==> src/rtl/fp16_dot_seq.sv <==
// FP16 dot-product sequencer. Feeds one (x, y, acc) triple at a time to an external fused
// multiply-add unit, waits FMA_LAT cycles for it to settle, captures the result back into the
// accumulator and presents the finished sum with sticky flags and an element count.
//
// Ports:
//   clk, reset_n                 clock, asynchronous active-low reset
//   in_valid/in_ready            element handshake; in_x/in_y operands, in_last closes the vector,
//                                in_rm rounding mode (taken from the first element only)
//   fma_x/y/z, fma_rm            registered operands to the fma16 datapath
//   fma_mul/add/negp/negz        fixed fma16 control bits (x*y + z)
//   fma_result, fma_flags        fma16 result and {nv,of,uf,nx} flags
//   out_valid/out_ready          result handshake; out_sum, out_flags, out_count held while valid
module fp16_dot_seq #(
   parameter int unsigned FMA_LAT = 1,
   parameter int unsigned CNT_W   = 8
) (
   input  logic             clk,
   input  logic             reset_n,
   input  logic             in_valid,
   output logic             in_ready,
   input  logic [15:0]      in_x,
   input  logic [15:0]      in_y,
   input  logic             in_last,
   input  logic [1:0]       in_rm,
   output logic [15:0]      fma_x,
   output logic [15:0]      fma_y,
   output logic [15:0]      fma_z,
   output logic             fma_mul,
   output logic             fma_add,
   output logic             fma_negp,
   output logic             fma_negz,
   output logic [1:0]       fma_rm,
   input  logic [15:0]      fma_result,
   input  logic [3:0]       fma_flags,
   output logic             out_valid,
   input  logic             out_ready,
   output logic [15:0]      out_sum,
   output logic [3:0]       out_flags,
   output logic [CNT_W-1:0] out_count
);

   typedef enum logic [1:0] {StAccept, StExec, StHold} state_e;

   localparam logic [3:0] WaitInit = 4'(FMA_LAT - 1);

   state_e           state_q, state_d;
   logic             first_q, first_d;
   logic             last_q, last_d;
   logic [3:0]       wait_q, wait_d;
   logic [15:0]      acc_q, acc_d;
   logic [15:0]      x_q, x_d;
   logic [15:0]      y_q, y_d;
   logic [15:0]      z_q, z_d;
   logic [1:0]       rm_q, rm_d;
   logic [3:0]       flags_q, flags_d;
   logic [CNT_W-1:0] count_q, count_d;

   always_ff @(posedge clk or negedge reset_n) begin
      if (!reset_n) begin
         state_q <= StAccept;
         first_q <= 1'b1;
         last_q  <= 1'b0;
         wait_q  <= '0;
         acc_q   <= '0;
         x_q     <= '0;
         y_q     <= '0;
         z_q     <= '0;
         rm_q    <= '0;
         flags_q <= '0;
         count_q <= '0;
      end else begin
         state_q <= state_d;
         first_q <= first_d;
         last_q  <= last_d;
         wait_q  <= wait_d;
         acc_q   <= acc_d;
         x_q     <= x_d;
         y_q     <= y_d;
         z_q     <= z_d;
         rm_q    <= rm_d;
         flags_q <= flags_d;
         count_q <= count_d;
      end
   end

   always_comb begin
      state_d = state_q;
      first_d = first_q;
      last_d  = last_q;
      wait_d  = wait_q;
      acc_d   = acc_q;
      x_d     = x_q;
      y_d     = y_q;
      z_d     = z_q;
      rm_d    = rm_q;
      flags_d = flags_q;
      count_d = count_q;
      unique case (state_q)
         StAccept: begin
            // in_ready is high in this state, so in_valid alone is a handshake
            if (in_valid) begin
               x_d     = in_x;
               y_d     = in_y;
               z_d     = first_q ? 16'h0000 : acc_q;
               last_d  = in_last;
               wait_d  = WaitInit;
               first_d = 1'b0;
               if (first_q) begin
                  rm_d    = in_rm;
                  flags_d = '0;
                  count_d = '0;
               end
               state_d = StExec;
            end
         end
         StExec: begin
            if (wait_q == 4'd0) begin
               acc_d   = fma_result;
               flags_d = flags_q | fma_flags;
               if (count_q != '1) count_d = count_q + CNT_W'(1);
               state_d = last_q ? StHold : StAccept;
            end else begin
               wait_d = wait_q - 4'd1;
            end
         end
         StHold: begin
            if (out_ready) begin
               first_d = 1'b1;
               state_d = StAccept;
            end
         end
         default: state_d = StAccept;
      endcase
   end

   assign in_ready  = (state_q == StAccept);
   assign out_valid = (state_q == StHold);
   assign fma_x     = x_q;
   assign fma_y     = y_q;
   assign fma_z     = z_q;
   assign fma_rm    = rm_q;
   assign fma_mul   = 1'b1;
   assign fma_add   = 1'b1;
   assign fma_negp  = 1'b0;
   assign fma_negz  = 1'b0;
   assign out_sum   = acc_q;
   assign out_flags = flags_q;
   assign out_count = count_q;

endmodule

==> config.mk <==
export PLATFORM = sky130hd
export DESIGN_NAME = fp16_dot_seq
export DESIGN_NICKNAME = d
export VERILOG_FILES = /design/src/rtl/fp16_dot_seq.sv
export SDC_FILE = /design/constraint.sdc
export NUM_CORES = 1
export LEC_CHECK = 0
export ABC_AREA = 1
export CAP_MARGIN = 20
export CELL_PAD_IN_SITES_DETAIL_PLACEMENT = 0
export CELL_PAD_IN_SITES_GLOBAL_PLACEMENT = 1
export CORE_ASPECT_RATIO = 2
export CORE_UTILIZATION = 28
export CTS_CLUSTER_DIAMETER = 30
export DETAILED_ROUTE_END_ITERATION = 10
export MAX_ROUTING_LAYER = met4
export PLACE_DENSITY = 0.82
export SLEW_MARGIN = 5
export SYNTH_ARGS = -nofsm -noshare
export SYNTH_HDL_FRONTEND = slang
export SYNTH_SLANG_ARGS = --single-unit
==> constraint.sdc <==
create_clock -name clk -period 1.4 [get_ports clk]
set_clock_uncertainty 0.2 [all_clocks]
set_input_delay 0.42 -clock clk [delete_from_list [all_inputs] [get_ports clk]]
set_output_delay 0.42 -clock clk [all_outputs]
set_load 0.01 [all_outputs]
* Yosys cells after proc, flatten, opt, wreduce, memory -nomap -nowiden *
Cells that the tools add are included.

storage, ports and cells
  output and inout bits = 84
  logic and storage cells = 56
  input bits = 59
  flip-flop bits (word level) = 86

operators by class
  bitwise operators = 1
  reduce and logical (&&, ||, !) cells = 12
  equal/unequal tests = 9
  muxes and demuxes = 21
  $add $sub $neg = 2

operators by type and width
  operator               number
  $mux W8                4
  $mux W4                5
  $mux W16               1
  $pmux W4 S2            2
  $pmux W8 S2            1
  $reduce_and A3 Y1      4
  $add A8 B1 Y8 const B  1
  $mux W2                4
  $ne A2 B2 Y1 const B   4
  $ne A8 B8 Y1 const B   1
  $pmux W2 S3            1
  $reduce_and A5 Y1      1
  $logic_not A4 Y1       1
  $ne A2 B1 Y1 const B   2
  $or A4 B4 Y4           1
  $reduce_and A2 Y1      2
  $reduce_and A4 Y1      1
  $reduce_bool A2 Y1     2
  $sub A4 B1 Y4 const B  1
  $eq A2 B1 Y1 const B   1
  $eq A2 B2 Y1 const B   1
  $logic_not A2 Y1       1
  $mux W1                2
  $pmux W1 S2            1

* Depth between registers and ports, before layout *
  depth after elaboration = 4
  mapped depth = 9
  depth with buffers taken out = 9

* Worst setup path before layout *
OpenSTA, ideal clock, no wires.

  path type = reg2reg
  from = register count_q[0], in the netlist out_count[0]
  to = register count_q[4], in the netlist out_count[4]
  path slack = -0.207 ns
  stages on the path, launching flop included = 9
  path buffers = 0
  setup time = 0.120 ns
  clock period less this slack = 1.607 ns
  arrival = 1.286 ns
  path through = dfrtp_1 -> ha_1 -> nand2_1 -> nor2_2 -> nand2_1 -> nor2_4 -> nor2_4 -> nand2_1 -> nand2_1

on the way
  longest elaborated chain between the ends = 4

ends and longest elaborated chain
  what                    RTL line  text
  from (decl)             56        logic [CNT_W-1:0] count_q, count_d;
  from (signal assigned)  82        count_q <= count_d;
  $add A8 B1 Y8           120       if (count_q != '1) count_d = count_q + CNT_W'(1);
  $mux W8                 120
  $mux W8                 117       if (wait_q == 4'd0) begin
  $pmux W8 S2             98        unique case (state_q)

Parallel ways exist; a longest one is shown, timed or not. The select of a mux whose other input is x is not followed.
A chain may end at the register's enable or synchronous reset.

* Final worst setup path *
  from = register state_q[1]
  to = output port out_valid

on the way
  longest elaborated chain between the ends = 1

ends and longest elaborated chain
  what                    RTL line  text
  from (decl)             46        state_e state_q, state_d;
  from (signal assigned)  60        state_q <= StAccept;
  from (signal assigned)  72        state_q <= state_d;
  $eq A2 B2 Y1            137       assign out_valid = (state_q == StHold);
  to (decl)               35        output logic out_valid,

No other way between the ends.

==> impl_metrics.py <==
metrics = {
    "status": {
        "status": "complete, but fails checks",
        "violations": "setup timing",
    },
    "logic_synthesis": {
        "synth_ff_type": "dfrtp_1",
        "synthTopCellsByCount": "194 x nand2_1, 85 x dfrtp_1, 33 x o21ai_0",
        "yosysTopAreaCellShare": 0.5830,
        "synth_largest_area_cell": "dfrtp_1",
        "ys_seq_area_frac": 0.5902,
        "synth.most_common_cell": "nand2_1",
        "netlist_area_um2": 3648,
        "ys_ff_latch": 86,
        "synth_edf_count": 0,
        "syn_inst": 429,
        "ys_types": 26,
        "async_reset_ff_frac": 1.000,
        "syn_avg_cell_area_um2": 8.505,
        "yosysWarnings": 0,
        "synth.top_cells.by_area": "dfrtp_1 58%, nand2_1 20%, o21ai_0 4.5%, inv_1 3.2%, o21ai_1 2.2%",
    },
    "placement": {
        "place_area_um2": 5650,
        "dp_slack_ns": -0.4870,
        "gp_routability_congestion": 0.8282,
        "dp_cells": 758,
        "io_buffer_count": 138,
        "hpwl_um": 7686,
    },
    "drt": {
        "drt-initial-drc-count": 276,
        "drcViolationCount": 0,
        "dr_total_vias": 3875,
        "firstDrtPassIters": 4,
        "drt_wl_total_um": 13370,
        "route.antenna.remaining_nets": 0,
        "drt-vias-per-instance": 4.532,
        "post_drt_wl_per_cell_um": 15.63,
    },
    "worst_setup_path": {
        "worstReg2RegEnd": "fma_x[7]$_DFFE_PN0N_",
        "crit_fanout": 3,
        "r2r-start": "state_q[0]$_DFFE_PN0P_",
        "critPathTopFamily": "flip-flops",
        "r2r_cells": 9,
        "critical_path_buf_inv_count": 2,
        "start_kind": "flop",
        "reg2reg_slack_ns": -0.26,
        "crit_chain": "inv_2 > nor2_4 > buf_6",
        "slowest_stage": "dfrtp_1",
        "critPathMaxStageDelay_ns": 0.42,
        "cp_data_required_time_ns": 0.78,
        "worst-setup-path-type": "flop to primary output",
        "end_kind": "primary output",
        "worstPathArrival_ns": 1.07,
    },
    "die": {
        "io_pins": 143,
        "dieArea_um2": 13520,
        "fp-row-count": 58,
        "design.core.area_um2": 12630,
        "die-height_um": 163.4,
        "start_util": 0.2889,
        "die_w_um": 82.72,
    },
    "sta": {
        "post-route-min-period_ns": 1.692,
        "hold_violations": 0,
        "rsz0062_at_grt": "yes",
        "setup_viol": 166,
        "fmax_ghz": 0.5912,
        "hold_ws_ns": 0.2903,
        "drv_slew": 0,
        "fin_tns_setup_ns": -23.91,
        "period_share": 1.208,
        "worst_slack_ns": -0.2916,
    },
    "clock_tree": {
        "cts_tree": "yes",
        "cts_buffers": 9,
        "cts.htree.levels": 3,
        "clk_pin_slew_ns": 0.06,
        "cts_root_buf": "clkbuf_16",
        "cts.sinks": 86,
        "cts_max_path_buffers": 2,
        "clock_latency_ns": 0.34,
    },
    "global_routing": {
        "grt_pass1_wl_um": 19860,
        "grt_pass1_vias": 3821,
        "grt_max_degree": 51,
        "antenna_found_initial": 1,
        "overflow": 0,
        "track_usage": 0.2071,
    },
    "cells_and_area": {
        "post-route-cell-area_um2": 7320,
        "layout.cells.non_filler": 855,
        "final_nets": 761,
        "fillCellCount": 1097,
        "syn_to_final_growth_pct": 100.6,
        "fin_util": 0.5797,
        "final_layout_size_suffix_gt1_frac": 0.5434,
    },
    "worst_hold_path": {
        "worstHoldPathType": "flop to flop",
        "min_path_cells": 2,
        "min_to": "fma_y[15]$_DFFE_PN0N_",
        "hp-start": "fma_y[15]$_DFFE_PN0N_",
    },
    "power_and_ir_drop": {
        "peakVddDrop_v": 0.0009857,
        "p_total_mw": 12.15,
        "cellPowerDensity_nw_per_um2": 1660,
        "p_leak_nw": 3.805,
    },
    "flow_run": {
        "maxCapViolCount": 0,
    },
}
## cell type report
cell class                 instances  area (um2)  share of cell area
sequential                        86        2156              0.2945
clock buffer                      11       242.7             0.03316
antenna                            2       5.005           0.0006838
clock inverter                     3       68.82            0.009402
inverter                          35       153.9             0.02103
multi-input combinational        292        1849              0.2526
timing repair buffer             276        2656              0.3629
tap                              150       187.7             0.02564
## per-layer routing
metal,GRT usage,share of wire,vias to the layer above
li1,-,-,1865
met1,0.2091,0.34,1885
met2,0.3741,0.59,103
met3,0.03520,0.037,22
met4,0.09248,0.028,0
met5,-,0,-
## worst register-to-register path: stages, from the launching register on
cell	delay (ns)
dfrtp_2	0.44
nor2_4	0.16
buf_6	0.14
nand2_8	0.08
buf_12	0.15
clkinv_8	0.05
buf_12	0.12
buf_12	0.16
nand2_4	0.05
nand2_1	0.07
## placed cells by master (no fill, tap or decap), drive strengths merged
| cell type | n |
|---|---|
| a21oi | 6 |
| buf | 217 |
| bufinv | 2 |
| clkbuf | 12 |
| clkdlybuf4s50 | 56 |
| clkinv | 1 |
| conb | 4 |
| dfrtp | 85 |
| dfstp | 1 |
| diode | 2 |
| dlygate4sd2 | 1 |
| dlygate4sd3 | 1 |
| ha | 2 |
| inv | 35 |
| nand2 | 196 |
| nand3 | 10 |
| nor2 | 21 |
| nor3 | 1 |
| nor3b | 1 |
| o21ai | 49 |
| o22ai | 1 |
| xor2 | 1 |
## flip-flops by register name, indices dropped and copies added (netlist names)
name / count
out_flags: 4
out_sum: 16
wait_q: 4
fma_x: 16
last_q: 1
state_q: 2
first_q: 1
fma_rm: 2
fma_y: 16
out_count: 8
fma_z: 16
## repair_timing
action | CTS | global route
cloned | 16 | 1
buffers inserted | 33 | 35
resized for setup | 476 | 101
hold buffers | 1 | 0
endpoints found under the setup margin | 164 | 166
pin swaps | 33 | 30
hold endpoints to repair | 85 | 0
## how the worst max path moves through the flow
stage	start	endpoint	slack [ns]	cells after the start
floorplan	out_count[1]$_DFFE_PN0P_	out_count[0]$_DFFE_PN0P_	-0.15	8
global placement	in_valid	out_count[0]$_DFFE_PN0P_	-0.47	7
detailed placement	in_valid	out_flags[2]$_DFFE_PN0P_	-0.49	7
CTS	state_q[1]$_DFFE_PN0P_	out_valid	-0.29	3
global route	state_q[1]$_DFFE_PN0P_	out_valid	-0.34	3
finish	state_q[1]$_DFFE_PN0P_	out_valid	-0.29	3
## cell families after synthesis
family	after synthesis	share of synthesized area
compound gates	56	0.07716
xor+xnor	1	0.002401
fa+ha+maj	2	0.006858
buf+inv	55	0.06893
flops	86	0.5902
other cells	2	0.002058
simple gates	227	0.2524
## power by group
group	switching, mW	leakage, nW	internal [mW]	total [mW]
clock network	0.953	0.152	1.60	2.55
logic	2.60	2.57	3.22	5.82
registers	0.517	1.08	3.26	3.78
(Power assumes the default switching activity.)
